File: src/rtl/psram_define.sv
// Command codes and FSM state encoding shared by the QPI PSRAM responder and its benches.
package psram_define;

    localparam logic [7:0] PSRAM_CMD_QRD   = 8'hEB;
    localparam logic [7:0] PSRAM_CMD_QWR   = 8'h38;
    localparam logic [7:0] PSRAM_CMD_RSTEN = 8'h66;
    localparam logic [7:0] PSRAM_CMD_RST   = 8'h99;

    typedef enum logic [2:0] {
        S_IDLE,
        S_CMD,
        S_ADDR,
        S_WAIT,
        S_RDATA,
        S_WDATA,
        S_DROP
    } psram_state_t;

endpackage

File: src/rtl/psram_resp_if.sv
// Single-port byte memory bus between the PSRAM responder (master) and the backing memory (slave).
interface psram_resp_if #(
    parameter int AW = 24
);
    // mem_re / mem_we are one-cycle strobes with no ready: the memory accepts every
    // strobe in the cycle it is high, and mem_rdata is valid in the cycle after mem_re.
    logic [AW-1:0] mem_addr;
    logic          mem_we;
    logic [7:0]    mem_wdata;
    logic          mem_re;
    logic [7:0]    mem_rdata;

    modport master (
        output mem_addr,
        output mem_we,
        output mem_wdata,
        output mem_re,
        input  mem_rdata
    );

    modport slave (
        input  mem_addr,
        input  mem_we,
        input  mem_wdata,
        input  mem_re,
        output mem_rdata
    );
endinterface

File: src/rtl/psram_sync.sv
// Two-flop synchronizers for the PSRAM pins plus rise/fall pulses on the synchronized SCK.
module psram_sync (
    input  logic       clk_i,
    input  logic       rst_n_i,
    input  logic       sck_i,
    input  logic       ce_n_i,
    input  logic [3:0] io_i,
    output logic       ce_n_o,
    output logic [3:0] io_o,
    output logic       sck_rise_o,
    output logic       sck_fall_o
);
    logic [1:0] sck_ff;
    logic [1:0] ce_ff;
    logic [3:0] io_ff1;
    logic [3:0] io_ff2;
    logic       sck_d;

    // ce_n resets high so a reset never looks like the start of a frame.
    always_ff @(posedge clk_i or negedge rst_n_i) begin
        if (!rst_n_i) begin
            sck_ff <= 2'b00;
            ce_ff  <= 2'b11;
            io_ff1 <= 4'h0;
            io_ff2 <= 4'h0;
            sck_d  <= 1'b0;
        end else begin
            sck_ff <= {sck_ff[0], sck_i};
            ce_ff  <= {ce_ff[0], ce_n_i};
            io_ff1 <= io_i;
            io_ff2 <= io_ff1;
            sck_d  <= sck_ff[1];
        end
    end

    assign ce_n_o     = ce_ff[1];
    assign io_o       = io_ff2;
    assign sck_rise_o = sck_ff[1] & ~sck_d;
    assign sck_fall_o = ~sck_ff[1] & sck_d;

endmodule

File: src/rtl/psram_resp.sv
// QPI PSRAM device responder: oversamples the serial link on clk_i and turns
// quad read/write frames into byte strobes on a single-port memory bus.
module psram_resp
    import psram_define::*;
#(
    parameter int AW       = 24,
    parameter int WAIT_CYC = 6
) (
    input  logic          clk_i,
    input  logic          rst_n_i,
    input  logic          psram_sck_i,
    input  logic          psram_ce_n_i,
    input  logic [3:0]    psram_io_i,
    output logic [3:0]    psram_io_o,
    output logic          psram_io_en_o,
    psram_resp_if.master  mem,
    output logic          busy_o,
    output logic          rst_evt_o,
    output psram_state_t  state_o
);
    logic       ce_n_s;
    logic [3:0] io_s;
    logic       sck_rise;
    logic       sck_fall;

    psram_sync u_sync (
        .clk_i      (clk_i),
        .rst_n_i    (rst_n_i),
        .sck_i      (psram_sck_i),
        .ce_n_i     (psram_ce_n_i),
        .io_i       (psram_io_i),
        .ce_n_o     (ce_n_s),
        .io_o       (io_s),
        .sck_rise_o (sck_rise),
        .sck_fall_o (sck_fall)
    );

    psram_state_t  state_q;
    logic [7:0]    cnt_q;
    logic [19:0]   nib_q;
    logic [7:0]    cmd_q;
    logic [AW-1:0] addr_q;
    logic [7:0]    rbyte_q;
    logic          hi_q;
    logic [3:0]    wnib_q;
    logic [3:0]    io_q;
    logic          io_en_q;
    logic          we_q;
    logic          re_q;
    logic          re_d_q;
    logic [7:0]    wdata_q;
    logic          busy_q;
    logic          evt_q;
    logic          flag_q;

    logic [23:0] addr_full;
    logic [7:0]  cmd_full;

    assign addr_full = {nib_q, io_s};
    assign cmd_full  = {nib_q[3:0], io_s};

    always_ff @(posedge clk_i or negedge rst_n_i) begin
        if (!rst_n_i) begin
            state_q <= S_IDLE;
            cnt_q   <= '0;
            nib_q   <= '0;
            cmd_q   <= '0;
            addr_q  <= '0;
            rbyte_q <= '0;
            hi_q    <= 1'b1;
            wnib_q  <= '0;
            io_q    <= '0;
            io_en_q <= 1'b0;
            we_q    <= 1'b0;
            re_q    <= 1'b0;
            re_d_q  <= 1'b0;
            wdata_q <= '0;
            busy_q  <= 1'b0;
            evt_q   <= 1'b0;
            flag_q  <= 1'b0;
        end else begin
            we_q   <= 1'b0;
            re_q   <= 1'b0;
            evt_q  <= 1'b0;
            re_d_q <= re_q;
            busy_q <= ~ce_n_s;
            if (re_d_q) rbyte_q <= mem.mem_rdata;
            // Post-increment after each write strobe so the strobe cycle sees the old address.
            if (we_q) addr_q <= addr_q + AW'(1);

            if (ce_n_s) begin
                state_q <= S_IDLE;
                io_en_q <= 1'b0;
                hi_q    <= 1'b1;
                cnt_q   <= '0;
                // Reset-enable/reset commands take effect only once their frame has closed.
                if (state_q == S_DROP) begin
                    if (cmd_q == PSRAM_CMD_RSTEN) begin
                        flag_q <= 1'b1;
                    end else begin
                        evt_q  <= flag_q && (cmd_q == PSRAM_CMD_RST);
                        flag_q <= 1'b0;
                    end
                end
            end else begin
                case (state_q)
                    S_IDLE: begin
                        state_q <= S_CMD;
                        cnt_q   <= '0;
                        hi_q    <= 1'b1;
                    end
                    S_CMD: if (sck_rise) begin
                        if (cnt_q == 8'd0) begin
                            nib_q <= {nib_q[15:0], io_s};
                            cnt_q <= 8'd1;
                        end else begin
                            cmd_q <= cmd_full;
                            cnt_q <= '0;
                            case (cmd_full)
                                PSRAM_CMD_QRD, PSRAM_CMD_QWR: begin
                                    state_q <= S_ADDR;
                                    flag_q  <= 1'b0;
                                end
                                default: state_q <= S_DROP;
                            endcase
                        end
                    end
                    S_ADDR: if (sck_rise) begin
                        if (cnt_q == 8'd5) begin
                            addr_q <= addr_full[AW-1:0];
                            cnt_q  <= '0;
                            hi_q   <= 1'b1;
                            if (cmd_q == PSRAM_CMD_QRD) begin
                                state_q <= S_WAIT;
                                re_q    <= 1'b1;
                            end else begin
                                state_q <= S_WDATA;
                            end
                        end else begin
                            nib_q <= {nib_q[15:0], io_s};
                            cnt_q <= cnt_q + 8'd1;
                        end
                    end
                    S_WAIT: if (sck_rise) begin
                        if (cnt_q == 8'(WAIT_CYC - 1)) begin
                            state_q <= S_RDATA;
                            hi_q    <= 1'b1;
                        end else begin
                            cnt_q <= cnt_q + 8'd1;
                        end
                    end
                    S_RDATA: if (sck_fall) begin
                        if (hi_q) begin
                            io_q    <= rbyte_q[7:4];
                            io_en_q <= 1'b1;
                            hi_q    <= 1'b0;
                        end else begin
                            io_q   <= rbyte_q[3:0];
                            addr_q <= addr_q + AW'(1);
                            re_q   <= 1'b1;
                            hi_q   <= 1'b1;
                        end
                    end
                    S_WDATA: if (sck_rise) begin
                        if (hi_q) begin
                            wnib_q <= io_s;
                            hi_q   <= 1'b0;
                        end else begin
                            wdata_q <= {wnib_q, io_s};
                            we_q    <= 1'b1;
                            hi_q    <= 1'b1;
                        end
                    end
                    S_DROP: ;
                    default: state_q <= S_IDLE;
                endcase
            end
        end
    end

    assign psram_io_o    = io_q;
    assign psram_io_en_o = io_en_q;
    assign mem.mem_addr  = addr_q;
    assign mem.mem_we    = we_q;
    assign mem.mem_wdata = wdata_q;
    assign mem.mem_re    = re_q;
    assign busy_o        = busy_q;
    assign rst_evt_o     = evt_q;
    assign state_o       = state_q;

endmodule

File: src/flat_wrapper.sv
// flat-port wrapper written by rule: the top's interface ports become plain ports
module psram_resp_flat import psram_define::*;
#(
    parameter int AW       = 24,
    parameter int WAIT_CYC = 6
)
  (clk_i, rst_n_i, psram_sck_i, psram_ce_n_i, psram_io_i, psram_io_o, psram_io_en_o, busy_o, rst_evt_o, state_o, mem_mem_addr, mem_mem_we, mem_mem_wdata, mem_mem_re, mem_mem_rdata);
  psram_resp_if #(.AW(AW)) mem_i ();
  input  logic clk_i;
  input  logic rst_n_i;
  input  logic psram_sck_i;
  input  logic psram_ce_n_i;
  input  logic [3:0] psram_io_i;
  output logic [3:0] psram_io_o;
  output logic psram_io_en_o;
  output logic busy_o;
  output logic rst_evt_o;
  output psram_state_t state_o;
  output wire logic [$bits(mem_i.mem_addr)-1:0] mem_mem_addr;
  output wire logic [$bits(mem_i.mem_we)-1:0] mem_mem_we;
  output wire logic [$bits(mem_i.mem_wdata)-1:0] mem_mem_wdata;
  output wire logic [$bits(mem_i.mem_re)-1:0] mem_mem_re;
  input wire logic [$bits(mem_i.mem_rdata)-1:0] mem_mem_rdata;
  assign mem_mem_addr = mem_i.mem_addr;
  assign mem_mem_we = mem_i.mem_we;
  assign mem_mem_wdata = mem_i.mem_wdata;
  assign mem_mem_re = mem_i.mem_re;
  assign mem_i.mem_rdata = mem_mem_rdata;
  psram_resp #(.AW(AW), .WAIT_CYC(WAIT_CYC)) u_core (.clk_i(clk_i), .rst_n_i(rst_n_i), .psram_sck_i(psram_sck_i), .psram_ce_n_i(psram_ce_n_i), .psram_io_i(psram_io_i), .psram_io_o(psram_io_o), .psram_io_en_o(psram_io_en_o), .mem(mem_i), .busy_o(busy_o), .rst_evt_o(rst_evt_o), .state_o(state_o));
endmodule
File: config.mk
export PLATFORM = sky130hd
export DESIGN_NAME = psram_resp_flat
export DESIGN_NICKNAME = d
export VERILOG_FILES = /design/src/rtl/psram_define.sv /design/src/rtl/psram_resp_if.sv /design/src/rtl/psram_sync.sv /design/src/rtl/psram_resp.sv /design/src/flat_wrapper.sv
export SDC_FILE = /design/constraint.sdc
export NUM_CORES = 1
export LEC_CHECK = 0
export ABC_AREA = 1
export CAP_MARGIN = 5
export CELL_PAD_IN_SITES_DETAIL_PLACEMENT = 0
export CELL_PAD_IN_SITES_GLOBAL_PLACEMENT = 2
export CORE_MARGIN = 1
export CORE_UTILIZATION = 33
export CTS_CLUSTER_DIAMETER = 60
export DETAILED_ROUTE_END_ITERATION = 6
export PLACE_DENSITY = 0.83
export REMOVE_ABC_BUFFERS = 1
export SYNTH_ARGS = -nofsm -noshare
export SYNTH_HDL_FRONTEND = slang
export SYNTH_SLANG_ARGS = --single-unit
File: constraint.sdc
create_clock -name clk_i -period 2.1 [get_ports clk_i]
set_input_delay 0.21 -clock clk_i [delete_from_list [all_inputs] [get_ports clk_i]]
set_output_delay 0.21 -clock clk_i [all_outputs]
set_load 0.005 [all_outputs]
==> out/metrics.csv, run 1 <==
stage;metric;value;unit
run_status;status;finished, final reports clean;
timing;fin_crit_sh;93.90;%
routing;ant_nets;0;
synthesis;synth-async-reset-ratio;100.0;%
routing;dr_total_vias;5472;
die;start_util;34.12;%
timing;slew_violations;0;
min_path;hold_start;psram_ce_n_i;
synthesis;netlist_area;5963;um^2
flow_run;drv_cap;0;
routing;wl_per_cell;15.50;um
setup_path;critPathArrivalTime;2.22;ns
setup_path;path_class;reg -> reg;
grt;grt_pass1_vias;5378;
finish;multi_input_area;2788;um^2
die;num_io_pins;60;
synthesis;ys_seq_area_share;45.38;%
finish;seq_area;2706;um^2
routing;firstDrtPassIters;6;
timing;slew_headroom;62.90;%
grt;grt_pass1_wl;28110;um
timing;fmax;507.1;MHz
synthesis;synth_top_area_cell;dfrtp_1;
timing;min_period;1.972;ns
finish;drive_above_1_share;11.77;%
setup_path;path_max_fanout;15;
cts;cts.path.max_buffers;2;
synthesis;synth-edff-count;0;
setup_path;r2r-start;u_core.state_o[2]$_DFFE_PN0P_;
placement;place_inst;1082;
min_path;hold_class;in -> reg;
grt;antenna_found_initial;0;
synthesis;syn-instance-count;799;
die;chipHeight;136.4;um
finish;fillCellCount;1779;
cts;clk_latency;0.36;ns
power;p_leak;3.358;nW
routing;drt-total-wl;17060;um
grt;grt_max_degree;50;
die;coreArea;17480;um^2
cts;h-tree-depth;3;
die;fp.dieW;136.4;um
placement;gp_congestion;0.8546;
finish;antennaDiodeCount;0;
timing;worst_pin_slew;0.5564;ns
routing;drc;0;
cts;root_buffer;clkbuf_16;
placement;placed_area;6894;um^2
placement;place.detailed.hpwl;12460;um
setup_path;startpoint;u_core.state_o[2]$_DFFE_PN0P_;
finish;synthToLayoutAreaGrowth;21.34;%
timing;fin_hold_ws;0.2515;ns
synthesis;synth_common_cells;nand2_1, dfrtp_1, inv_1, nand3_1, nor2_1;
timing;finalHoldViolCount;0;
finish;finalInstanceArea;7236;um^2
die;num_rows;48;
die;dieArea;18610;um^2
cts;clk_pin_slew;0.08;ns
cts;cts_buffers;9;
cts;cts.sinks;108;
synthesis;synth_cell_types;41;
synthesis;yosys_warnings;0;
synthesis;yosysMostFrequentCell;nand2_1;
finish;nets;890;
power;power.total;7.064;mW
synthesis;syn_avg_cell_area;7.463;um^2
synthesis;synth.top_cell.area_share;44.06;%
grt;grt_usage;19.80;%
routing;routed_via_density;4.975;
timing;finalClockSkew;0.005233;ns
routing;drtIter0Drc;324;
grt;grt_overflow;0;
power;vdd_drop_max;0.4710;mV
placement;portBuffers;59;
setup_path;end_kind;register;
power;powerDensity;976.3;nW/um^2
timing;setup_viol;0;
finish;fin_cells;1100;
cts;cts_tree;yes;
setup_path;worstPathRequired;2.34;ns
synthesis;yosys-top-cells-area;dfrtp_1, nand2_1, nand3_1, inv_1, o21ai_0;
synthesis;ys_ff_latch;108;
synthesis;synthFlopType;dfrtp_1;
setup_path;cp-start-kind;register;
[metrics by stage]
stage	util, %	setup slack, ns	setup TNS, ns
after global placement	39.45	0.07077	0
after CTS	41.14	0.02586	0
after detailed placement	39.45	0.04377	0
after floorplan	-	-0.3828	-7.312
after global routing	41.40	-0.002107	-0.002349
final	41.40	0.1282	0
[placed cells by master (no fill, tap or decap), types with 2 or more instances in the layout]
| cell type | n |
|---|---|
| a21oi_2 | 6 |
| nor2_1 | 63 |
| buf_12 | 4 |
| dfrtp_1 | 105 |
| o21bai_1 | 3 |
| o211ai_1 | 2 |
| clkdlybuf4s50_1 | 58 |
| clkinvlp_4 | 3 |
| dfstp_2 | 3 |
| ha_1 | 4 |
| nand2_2 | 2 |
| inv_1 | 83 |
| nor3_2 | 2 |
| nand4_1 | 14 |
| mux2_2 | 4 |
| a21boi_0 | 2 |
| o22ai_1 | 6 |
| xor2_1 | 5 |
| inv_6 | 2 |
| clkbuf_16 | 9 |
| nor2_2 | 10 |
| nor3_1 | 7 |
| inv_2 | 7 |
| o21ai_1 | 3 |
| or2_2 | 3 |
| xnor2_1 | 2 |
| nand3_1 | 67 |
| nand2_1 | 274 |
| o21ai_0 | 55 |
| a21o_1 | 2 |
| o21ai_2 | 19 |
| a21oi_1 | 10 |
| nand3_2 | 2 |
| buf_4 | 21 |
[power by group]
| group | total, mW | internal, mW | switching (mW) | leakage [nW] |
|---|---|---|---|---|
| combinational | 2.36 | 0.952 | 1.41 | 1.81 |
| clock | 1.69 | 0.857 | 0.837 | 0.135 |
| sequential | 3.01 | 2.58 | 0.431 | 1.41 |
| total | 7.06 | 4.39 | 2.68 | 3.36 |
[critical path: stages, from the launching register on]
cell,delay (ns)
dfrtp_1,0.44
inv_2,0.14
nand2_2,0.08
nor2_2,0.23
inv_2,0.16
o21ai_4,0.29
clkinvlp_4,0.18
buf_12,0.17
nand3_1,0.08
nand3_1,0.08
[path summary, 6_finish.rpt]
kind | to | depth (start not counted) | slack (ns)
worst max-delay path | u_core.mem.mem_addr[23]$_DFF_PN0_ | 9 | 0.13
worst min-delay path | u_core.u_sync.ce_ff[0]$_DFF_PN1_ | 1 | 0.25
worst max register to register | u_core.mem.mem_addr[23]$_DFF_PN0_ | 9 | 0.13
worst min register to register | u_core.u_sync.io_o[3]$_DFF_PN0_ | 0 | 0.35
max in group asynchronous | u_core.u_sync.ce_ff[1]$_DFF_PN1_ | 3 | 0.93
min in group asynchronous | u_core.mem.mem_addr[16]$_DFF_PN0_ | 2 | 0.38
[layer usage]
| layer | vias to the layer above | share of wire (%) | track usage (%) | wire (um) |
|---|---|---|---|---|
| met3 | 23 | 4.2 | 2.498 | 720 |
| met4 | 0 | 2.0 | 7.222 | 341 |
| met1 | 2603 | 46 | 25.95 | 7834 |
| li1 | 2710 | - | - | - |
| met2 | 136 | 48 | 33.28 | 8159 |
| met5 | - | 0 | 0 | 0 |
[cell families after synthesis]
kind of cell | Yosys count | synth area share (%)
muxes | 5 | 0.9232
and+or+nand+nor | 447 | 31.49
xor gates and xnor gates | 7 | 1.028
adders and majority gates | 4 | 0.8393
DFF | 108 | 45.38
buffers and inverters | 115 | 8.372
AOI/OAI and AO/OA | 113 | 11.96
[final cells by class]
class / instances / area share (%)
inverters: 91 / 4.773
repair buffers: 84 / 11.45
multi-input cells: 576 / 38.53
clock buffers: 11 / 3.355
flip-flops and latches: 108 / 37.40
clock inverters: 5 / 0.6052
well taps: 225 / 3.891
[registers in the layout, indices dropped and copies added, names as in the netlist, 2 cells and up]
signal,cells
u_core.nib_q,20
u_core.u_sync.sck_ff,2
u_core.mem.mem_addr,24
u_core.rbyte_q,8
u_core.state_o,3
u_core.mem.mem_wdata,8
u_core.psram_io_o,4
u_core.u_sync.io_ff1,4
u_core.cnt_q,8
u_core.wnib_q,4
u_core.cmd_q,8
u_core.u_sync.ce_ff,2
u_core.u_sync.io_o,4
[what timing repair did]
| action | CTS | global route |
|---|---|---|
| buffers inserted | 0 | 1 |
| resized for setup | 0 | 9 |
| hold buffers | 1 | 0 |
| setup endpoints to repair | 0 | 28 |
| endpoints found under the hold margin | 34 | 0 |
No activity file was read; power rests on OpenSTA's default activity.
==> inputs of run 2 (changes only) <==
--- a/config.mk
+++ b/config.mk
@@ -13,6 +13,7 @@
 export CORE_UTILIZATION = 33
 export CTS_CLUSTER_DIAMETER = 60
 export DETAILED_ROUTE_END_ITERATION = 6
+export HOLD_SLACK_MARGIN = 0.08
 export PLACE_DENSITY = 0.83
 export REMOVE_ABC_BUFFERS = 1
 export SYNTH_ARGS = -nofsm -noshare
==> results of run 2 <==
The final DEF is identical to that of run 1; final timing and power are the same.
==> inputs of run 3 (changes only) <==
--- a/config.mk
+++ b/config.mk
@@ -9,7 +9,6 @@
 export CAP_MARGIN = 5
 export CELL_PAD_IN_SITES_DETAIL_PLACEMENT = 0
 export CELL_PAD_IN_SITES_GLOBAL_PLACEMENT = 2
-export CORE_MARGIN = 1
 export CORE_UTILIZATION = 33
 export CTS_CLUSTER_DIAMETER = 60
 export DETAILED_ROUTE_END_ITERATION = 6
==> results of run 3 <==
The final DEF is identical to that of run 1; final timing and power are the same.
